### src/rtl/frame_pixel_streamer.sv
// Raster pixel-stream transmitter: walks a stored frame in a single-port RAM
// row-major and emits one NUM_CHANNELS-wide pixel per beat with sof/eol/eof tags.
module frame_pixel_streamer #(
  parameter int NUM_CHANNELS = 2,
  parameter int DATA_WIDTH   = 8,
  parameter int IMG_WIDTH    = 5,
  parameter int IMG_HEIGHT   = 5,
  parameter int ADDR_WIDTH   = 16,
  parameter int ROW_GAP      = 0,
  parameter int FLUSH_CYCLES = 8
) (
  input  logic                               clk,
  input  logic                               rst,
  input  logic                               i_start,
  input  logic                               i_abort,
  output logic                               o_busy,
  output logic                               o_done,
  output logic                               o_mem_rd_en,
  output logic [ADDR_WIDTH-1:0]              o_mem_addr,
  input  logic [NUM_CHANNELS*DATA_WIDTH-1:0] i_mem_rdata,
  output logic                               o_valid,
  output logic [NUM_CHANNELS*DATA_WIDTH-1:0] o_data_parallel,
  output logic                               o_sof,
  output logic                               o_eol,
  output logic                               o_eof
);

  localparam int COL_W   = (IMG_WIDTH  > 1) ? $clog2(IMG_WIDTH)  : 1;
  localparam int ROW_W   = (IMG_HEIGHT > 1) ? $clog2(IMG_HEIGHT) : 1;
  localparam int GAP_W   = (ROW_GAP      > 0) ? $clog2(ROW_GAP + 1)      : 1;
  localparam int FLUSH_W = (FLUSH_CYCLES > 0) ? $clog2(FLUSH_CYCLES + 1) : 1;

  localparam logic [2:0] S_IDLE  = 3'd0;
  localparam logic [2:0] S_READ  = 3'd1;
  localparam logic [2:0] S_GAP   = 3'd2;
  localparam logic [2:0] S_FLUSH = 3'd3;
  localparam logic [2:0] S_DONE  = 3'd4;

  logic [2:0]            state, state_nxt;
  logic [COL_W-1:0]      col;
  logic [ROW_W-1:0]      row;
  logic [ADDR_WIDTH-1:0] addr;
  logic [GAP_W-1:0]      gap_cnt;
  logic [FLUSH_W-1:0]    flush_cnt;

  // vld_pipe[1]: RAM data valid this cycle, vld_pipe[2]: beat on the output
  logic [2:1]            vld_pipe;
  logic [2:0]            tag_s1;

  logic rd_en, last_col, last_row, pipe_busy, gap_last, flush_last, start_ok, abort_ok;

  assign rd_en     = (state == S_READ);
  assign last_col  = (col == COL_W'(IMG_WIDTH - 1));
  assign last_row  = (row == ROW_W'(IMG_HEIGHT - 1));
  assign pipe_busy = |vld_pipe;
  assign gap_last  = (gap_cnt == GAP_W'(ROW_GAP - 1));
  assign flush_last = (FLUSH_CYCLES == 0) || (flush_cnt == FLUSH_W'(FLUSH_CYCLES - 1));
  assign start_ok  = (state == S_IDLE) && i_start && !i_abort;
  assign abort_ok  = (state != S_IDLE) && i_abort;

  assign o_busy      = (state != S_IDLE);
  assign o_done      = (state == S_DONE);
  assign o_mem_rd_en = rd_en;
  assign o_mem_addr  = addr;
  assign o_valid     = vld_pipe[2];

  always_comb begin
    state_nxt = state;
    case (state)
      S_IDLE:  if (start_ok) state_nxt = S_READ;
      S_READ: begin
        if (last_col) begin
          if (last_row)         state_nxt = S_FLUSH;
          else if (ROW_GAP > 0) state_nxt = S_GAP;
        end
      end
      S_GAP:   if (gap_last) state_nxt = S_READ;
      // flush count only runs once the last beat has left the pipe
      S_FLUSH: if (!pipe_busy && flush_last) state_nxt = S_DONE;
      S_DONE:  state_nxt = S_IDLE;
      default: state_nxt = S_IDLE;
    endcase
    if (abort_ok) state_nxt = S_IDLE;
  end

  always_ff @(posedge clk or posedge rst) begin
    if (rst) begin
      state     <= S_IDLE;
      col       <= '0;
      row       <= '0;
      addr      <= '0;
      gap_cnt   <= '0;
      flush_cnt <= '0;
    end else begin
      state <= state_nxt;
      case (state)
        S_IDLE: begin
          if (start_ok) begin
            col  <= '0;
            row  <= '0;
            addr <= '0;
          end
          gap_cnt   <= '0;
          flush_cnt <= '0;
        end
        S_READ: begin
          addr      <= addr + 1'b1;
          gap_cnt   <= '0;
          flush_cnt <= '0;
          if (last_col) begin
            col <= '0;
            if (!last_row) row <= row + 1'b1;
          end else begin
            col <= col + 1'b1;
          end
        end
        S_GAP:   gap_cnt <= gap_cnt + 1'b1;
        S_FLUSH: flush_cnt <= pipe_busy ? '0 : flush_cnt + 1'b1;
        default: begin
          gap_cnt   <= '0;
          flush_cnt <= '0;
        end
      endcase
    end
  end

  // Beat tags are computed at read issue and ride with the RAM latency.
  always_ff @(posedge clk or posedge rst) begin
    if (rst) begin
      vld_pipe        <= '0;
      tag_s1          <= '0;
      o_data_parallel <= '0;
      o_sof           <= 1'b0;
      o_eol           <= 1'b0;
      o_eof           <= 1'b0;
    end else if (abort_ok) begin
      vld_pipe <= '0;
      tag_s1   <= '0;
      o_sof    <= 1'b0;
      o_eol    <= 1'b0;
      o_eof    <= 1'b0;
    end else begin
      vld_pipe[1] <= rd_en;
      vld_pipe[2] <= vld_pipe[1];
      tag_s1      <= {(row == '0) && (col == '0), last_col, last_col && last_row};
      o_sof       <= vld_pipe[1] & tag_s1[2];
      o_eol       <= vld_pipe[1] & tag_s1[1];
      o_eof       <= vld_pipe[1] & tag_s1[0];
      if (vld_pipe[1]) o_data_parallel <= i_mem_rdata;
    end
  end

endmodule

### config.mk
export PLATFORM = sky130hd
export DESIGN_NAME = frame_pixel_streamer
export DESIGN_NICKNAME = d
export VERILOG_FILES = /design/src/rtl/frame_pixel_streamer.sv
export SDC_FILE = /design/constraint.sdc
export NUM_CORES = 1
export LEC_CHECK = 0
export CELL_PAD_IN_SITES_DETAIL_PLACEMENT = 1
export CELL_PAD_IN_SITES_GLOBAL_PLACEMENT = 1
export CORE_UTILIZATION = 38
export CTS_CLUSTER_SIZE = 20
export DETAILED_ROUTE_END_ITERATION = 8
export MAX_ROUTING_LAYER = met4
export PLACE_DENSITY_LB_ADDON = 0.1
export SYNTH_ARGS = -nofsm -noshare
export SYNTH_HDL_FRONTEND = slang
export SYNTH_SLANG_ARGS = --single-unit
### constraint.sdc
create_clock -name clk -period 2 [get_ports clk]
set_input_delay 0.5 -clock clk [delete_from_list [all_inputs] [get_ports clk]]
set_output_delay 0.5 -clock clk [all_outputs]
set_load 0.05 [all_outputs]
# --- Word level (Yosys, flattened, before mapping) ---
# Cells that the tools add are included.
word_totals:
  regBits: 54
op_classes:
  bitwise: 4
  addsub: 5
  n_eq_ne: 15
  mux: 23
  reduce_logical: 18
op_table:
  columns: ["cell", "n"]
  rows:
  - ["3-bit 2-to-1 mux", 11]
  - ["16-bit case mux with 2 select lines", 1]
  - ["16-bit by 1-bit adder with 16-bit output (second input constant)", 1]
  - ["16-bit 2-to-1 mux", 1]
  - ["3-bit case mux with 2 select lines", 2]
  - ["3-bit case mux with 4 select lines", 1]
  - ["3-bit equality test (second input constant)", 3]
  - ["3-bit zero test", 3]
  - ["3-bit inequality test (second input constant)", 3]
  - ["4-bit case mux with 2 select lines", 1]
  - ["3-bit by 1-bit adder with 3-bit output (second input constant)", 2]
  - ["3-bit by 2-bit equality test with 1-bit output (second input constant)", 2]
  - ["1-bit logical AND", 6]
  - ["3-bit by 1-bit inequality test with 1-bit output (second input constant)", 2]
  - ["5-bit AND reduction", 1]
  - ["4-bit by 1-bit adder with 4-bit output (second input constant)", 1]
  - ["4-bit by 3-bit equality test with 1-bit output (second input constant)", 1]
  - ["4-bit 2-to-1 mux", 1]
  - ["2-bit inequality test (second input constant)", 2]
  - ["2-bit AND reduction", 2]
  - ["4-bit AND reduction", 1]
  - ["1-bit bitwise AND", 3]
  - ["3-bit by 1-bit equality test with 1-bit output (second input constant)", 1]
  - ["1-bit 2-to-1 mux", 3]
  - ["other kinds (9)", 10]

# --- Longest topological paths before layout ---
logic_depth:
  depth_word: 6
  mapped_depth: 7

# --- Worst setup path after synthesis ---
# No wires, ideal clock.
synth_timing:
  kind: "flip-flop to output port"
  startpoint: "register state[0]"
  endpoint: "output port o_done"
  path_stages_with_launch: 3
  n_path_buf: 1
  slack_ns: -0.134
  t_arrival_ns: 1.634
  path_cell_list: "dfrtp_1 > buf_6 > nor3b_1"
synth_via:
  elab_chain_len: 1
synth_lines:
  columns: ["element", "line", "text"]
  rows:
  - ["from (decl)", "39", "logic [2:0] state, state_nxt;"]
  - ["from (signal assigned)", "95", "state <= state_nxt;"]
  - ["3-bit equality test", "62", "assign o_done = (state == S_DONE);"]
  - ["to (decl)", "17", "output logic o_done,"]
# Every way passes these cells.

# --- Worst setup path in the final report ---
layout_timing:
  startpoint: "register o_sof"
  endpoint: "output port o_sof"
layout_rtl:
  columns: ["element", "line", "text"]
  rows:
  - ["from (decl)", "23", "output logic o_sof,"]
  - ["from (signal assigned)", "146", "o_sof <= vld_pipe[1] & tag_s1[2];"]
# No word-level cell between the ends.

==> metrics <==
status=finished clean; Hold Crit Depth=1; post-synth cell types=between 40 and 50; critical path type=reg2out; nets@finish=around 320; largest net degree at the start of global routing=27; port buffer count=slightly below 60; CTS Buf Count=5; maximum clock frequency=approximately 0.51 GHz; Die X=~83 µm; Post-synth EDFFs=0; wirelength, routed=between 5000 and 6000 µm; met1 Usage GRT=22.0%; RSZ-0062 raised after global routing=false; Tmin final=1970 ps; delay of the slowest cell on the worst path=800 ps; Synthesized Nets=~250; TritonCTS Sinks=54; GR peak layer=met2; DRC viols=0; largest family of logic cells by synthesized area=simple AND/OR/NAND/NOR gates; worst-case clock buffer depth=2; drt first pass iters=4; prevailing post-synth register cell=dfrtp_1; Initial Util=about two fifths; antenna-violating nets left=0; power density cells=slightly below 1000 mW/mm²; final setup vio count=0; synth warn=0; clk root buf=clkbuf_8; mux contribution to synthesized area=a little over a tenth; layout cells sized above 1=24.4%; # fillers=about 710; final clock skew=9.01 ps; sw frac=~37%; Stages on worst setup path=1; clock power share=between 20% and 30%; cell type of the slowest stage on the worst timing path=clkdlybuf4s50_1; relative slew slack=~65%; Die Area=about 0.0069 mm²; GRT met3 Usage=3.38%; gr usage total=18.2%; Pint=2060 µW; Netlist Area Pre-Place=between 0.002 and 0.0025 mm²; overall power=about 3300 µW; clock transition at the registers of the reported paths=around 90 ps; ys async rst share=100%; vias per cell=roughly 5.1; GR Overflow Total=0; leakage power=about 0.0016 µW; Avg Cell Area, Syn=roughly 11 µm²; diode count=0; Syn Inst Count=221; # rows=29; DR iter-0 viols=between 60 and 70; post-synthesis compound-gate area fraction=around 9%; cells on worst reg2reg path=4; initial antenna violation count=0; Area Overhead vs Synth=32.4%; Die Ht=around 83 µm; Top Family by Delay on Critical Path=buffers and inverters; Comb pwr share=a little over a third; Psw=1190 µW; crit start category=register; worst slew pin tran=approximately 520 ps; WP data arrival=roughly 1500 ps; Fin. Hold Viols=0; I/O pins=just under 60; CTS tree=built; fin crit share=between 90% and 100%; later-pin clock latency in the skew report=310 ps; worst path cell trace=clkdlybuf4s50_1; Final Max Slew Viols=0; vias in the first global route=between 2,000 and 2,500; Final Cell Area=0.00329 mm²; VDD IR max=between 0.7 and 0.8 mV; Placed Instance Area=around 0.0031 mm²; Synth Area in Adders=about 3.0%; core area=~0.0063 mm²; Vias=about 1,900; simple-gate share of the synthesized area=between 15 and 20%; met2 Use GR=30.3%; first-pass GRT wire length=9760 µm; Setup crit end kind=output pin; CP Data Required Time=about 1500 ps; critical-path maximum fanout=1; Routability Congestion=a little over 0.7; post-synthesis xor/xnor area fraction=under 10%; #FFs+latches synth=54; Bufs and invs on worst path=1; Wirelength per Cell=around 15 µm; estimated wirelength of the detail-placed design=a little over 4000 µm; H-tree depth=2; CTS Hold Bufs=0; sequential area share after synthesis=between 50% and 60%; max-cap viol count=0; Hold Crit Class=reg2reg; Seq pwr share=42.8%
-- timing repair --
action,CTS,global route
resized for setup,1,10
setup endpoints to repair,1,10
setup buffers,0,2
-- stage by stage --
| stage | worst slack [ps] | instances | util [%] | hold slack (ps) | TNS [ps] |
|---|---|---|---|---|---|
| after detailed placement | -5.77 | 358 | 49.5 | 471 | -5.77 |
| after global routing | 1.63 | 368 | 51.9 | 496 | 0 |
| after floorplan | 185 | 221 | - | 459 | 0 |
| after global placement | 28.9 | 358 | 49.5 | 471 | 0 |
| final | 34.8 | 368 | 51.9 | 490 | 0 |
| after CTS | 6.44 | 366 | 51.3 | 488 | 0 |
-- cell usage in the layout (no fill, tap or decap), types with 2 or more instances in the layout --
cell type and n:
inv_1 9, xor2_1 4, clkbuf_1 2, and2_1 3, nor3b_1 2, and3_1 6, buf_4 37, inv_2 2
nand4_1 5, o31ai_1 5, dlymetal6s2s_1 9, nand3_1 9, nand2_1 21, nand2b_1 4, mux2i_1 5, o22ai_1 2
nand2_4 2, mux2_4 9, or3_1 2, dfrtp_1 53, clkbuf_8 5, o211ai_1 2, mux2_2 7, and4_1 3
buf_12 3, clkdlybuf4s50_1 20, nor3_1 4, ha_1 6, nor2_1 9, a21oi_1 4, o21ai_0 20
-- cell type report --
cell class	count	area [µm²]	area share [%]
well taps	77	96.3	2.92
multi-input cells	149	1050	31.8
inverters	11	41.3	1.25
repair buffers	69	651	19.7
flip-flops and latches	54	1350	41.1
clock inverters	1	30.0	0.912
clock buffers	7	76.3	2.32
-- state kept, by name, summed over array words and instances (netlist names) --
name / cells
o_mem_addr: 16
vld_pipe: 2
col: 3
o_eol: 1
o_data_parallel: 16
o_sof: 1
tag_s1: 3
row: 3
flush_cnt: 4
gap_cnt: 1
o_eof: 1
state: 3
-- power by group through the flow --
stage,registers [µW],clock network (µW),logic [µW]
6_report,1390,725,1140
3_5_place_dp,1410,0,1150
2_1_floorplan,1840,0,341
4_1_cts,1390,746,1150
5_1_grt,1430,782,1210
3_3_place_gp,1400,0,1140
-- synthesized netlist by cell type, drive strengths merged (2+ instances only) --
library cell / n / area (µm²)
dfrtp: 54 / 1350
ha: 6 / 75.1
nand4: 5 / 31.3
o31ai: 5 / 37.5
o211ai: 2 / 15.0
buf: 6 / 55.1
and3: 6 / 37.5
nand2b: 4 / 25.0
and4: 3 / 26.3
o21ai: 21 / 105
nor3: 4 / 20.0
or3b: 2 / 17.5
nand2: 23 / 101
mux2: 16 / 214
nand3: 9 / 45.0
or3: 3 / 18.8
nor2: 9 / 33.8
o22ai: 2 / 12.5
inv: 11 / 41.3
nor3b: 3 / 22.5
a21oi: 4 / 20.0
and2: 4 / 25.0
mux2i: 5 / 50.1
xor2: 4 / 35.0
-- cells by family after synthesis --
| family | Yosys count |
|---|---|
| AOI/OAI and AO/OA | 38 |
| xor gates and xnor gates | 4 |
| adders and majority gates | 6 |
| buffers and inverters | 18 |
| DFF | 54 |
| muxes | 21 |
| and+or+nand+nor | 80 |
-- path summary, 6_finish.rpt --
kind                                 startpoint                       end  slack [ps]
min                         tag_s1[0]$_DFF_PP0_           o_eof$_DFF_PP0_         490
max reg2reg                state[0]$_DFFE_PP0P_  flush_cnt[3]$_DFFE_PP0P_         240
max in group asynchronous                   rst       tag_s1[2]$_DFF_PP0_        1020
max                             o_sof$_DFF_PP0_                     o_sof          30
min reg2reg                 tag_s1[0]$_DFF_PP0_           o_eof$_DFF_PP0_         490
min in group asynchronous                   rst        col[2]$_DFFE_PP0P_         500
-- layer usage --
metal | part of all wire (%) | wire length (µm) | up-vias
li1 | - | - | 913
met3 | 2.9 | 163 | 8
met5 | 0 | 0 | -
met2 | 51 | 2850 | 26
met4 | 1.5 | 85 | 0
met1 | 45 | 2500 | 935
No activity file was read; power rests on OpenSTA's default activity.
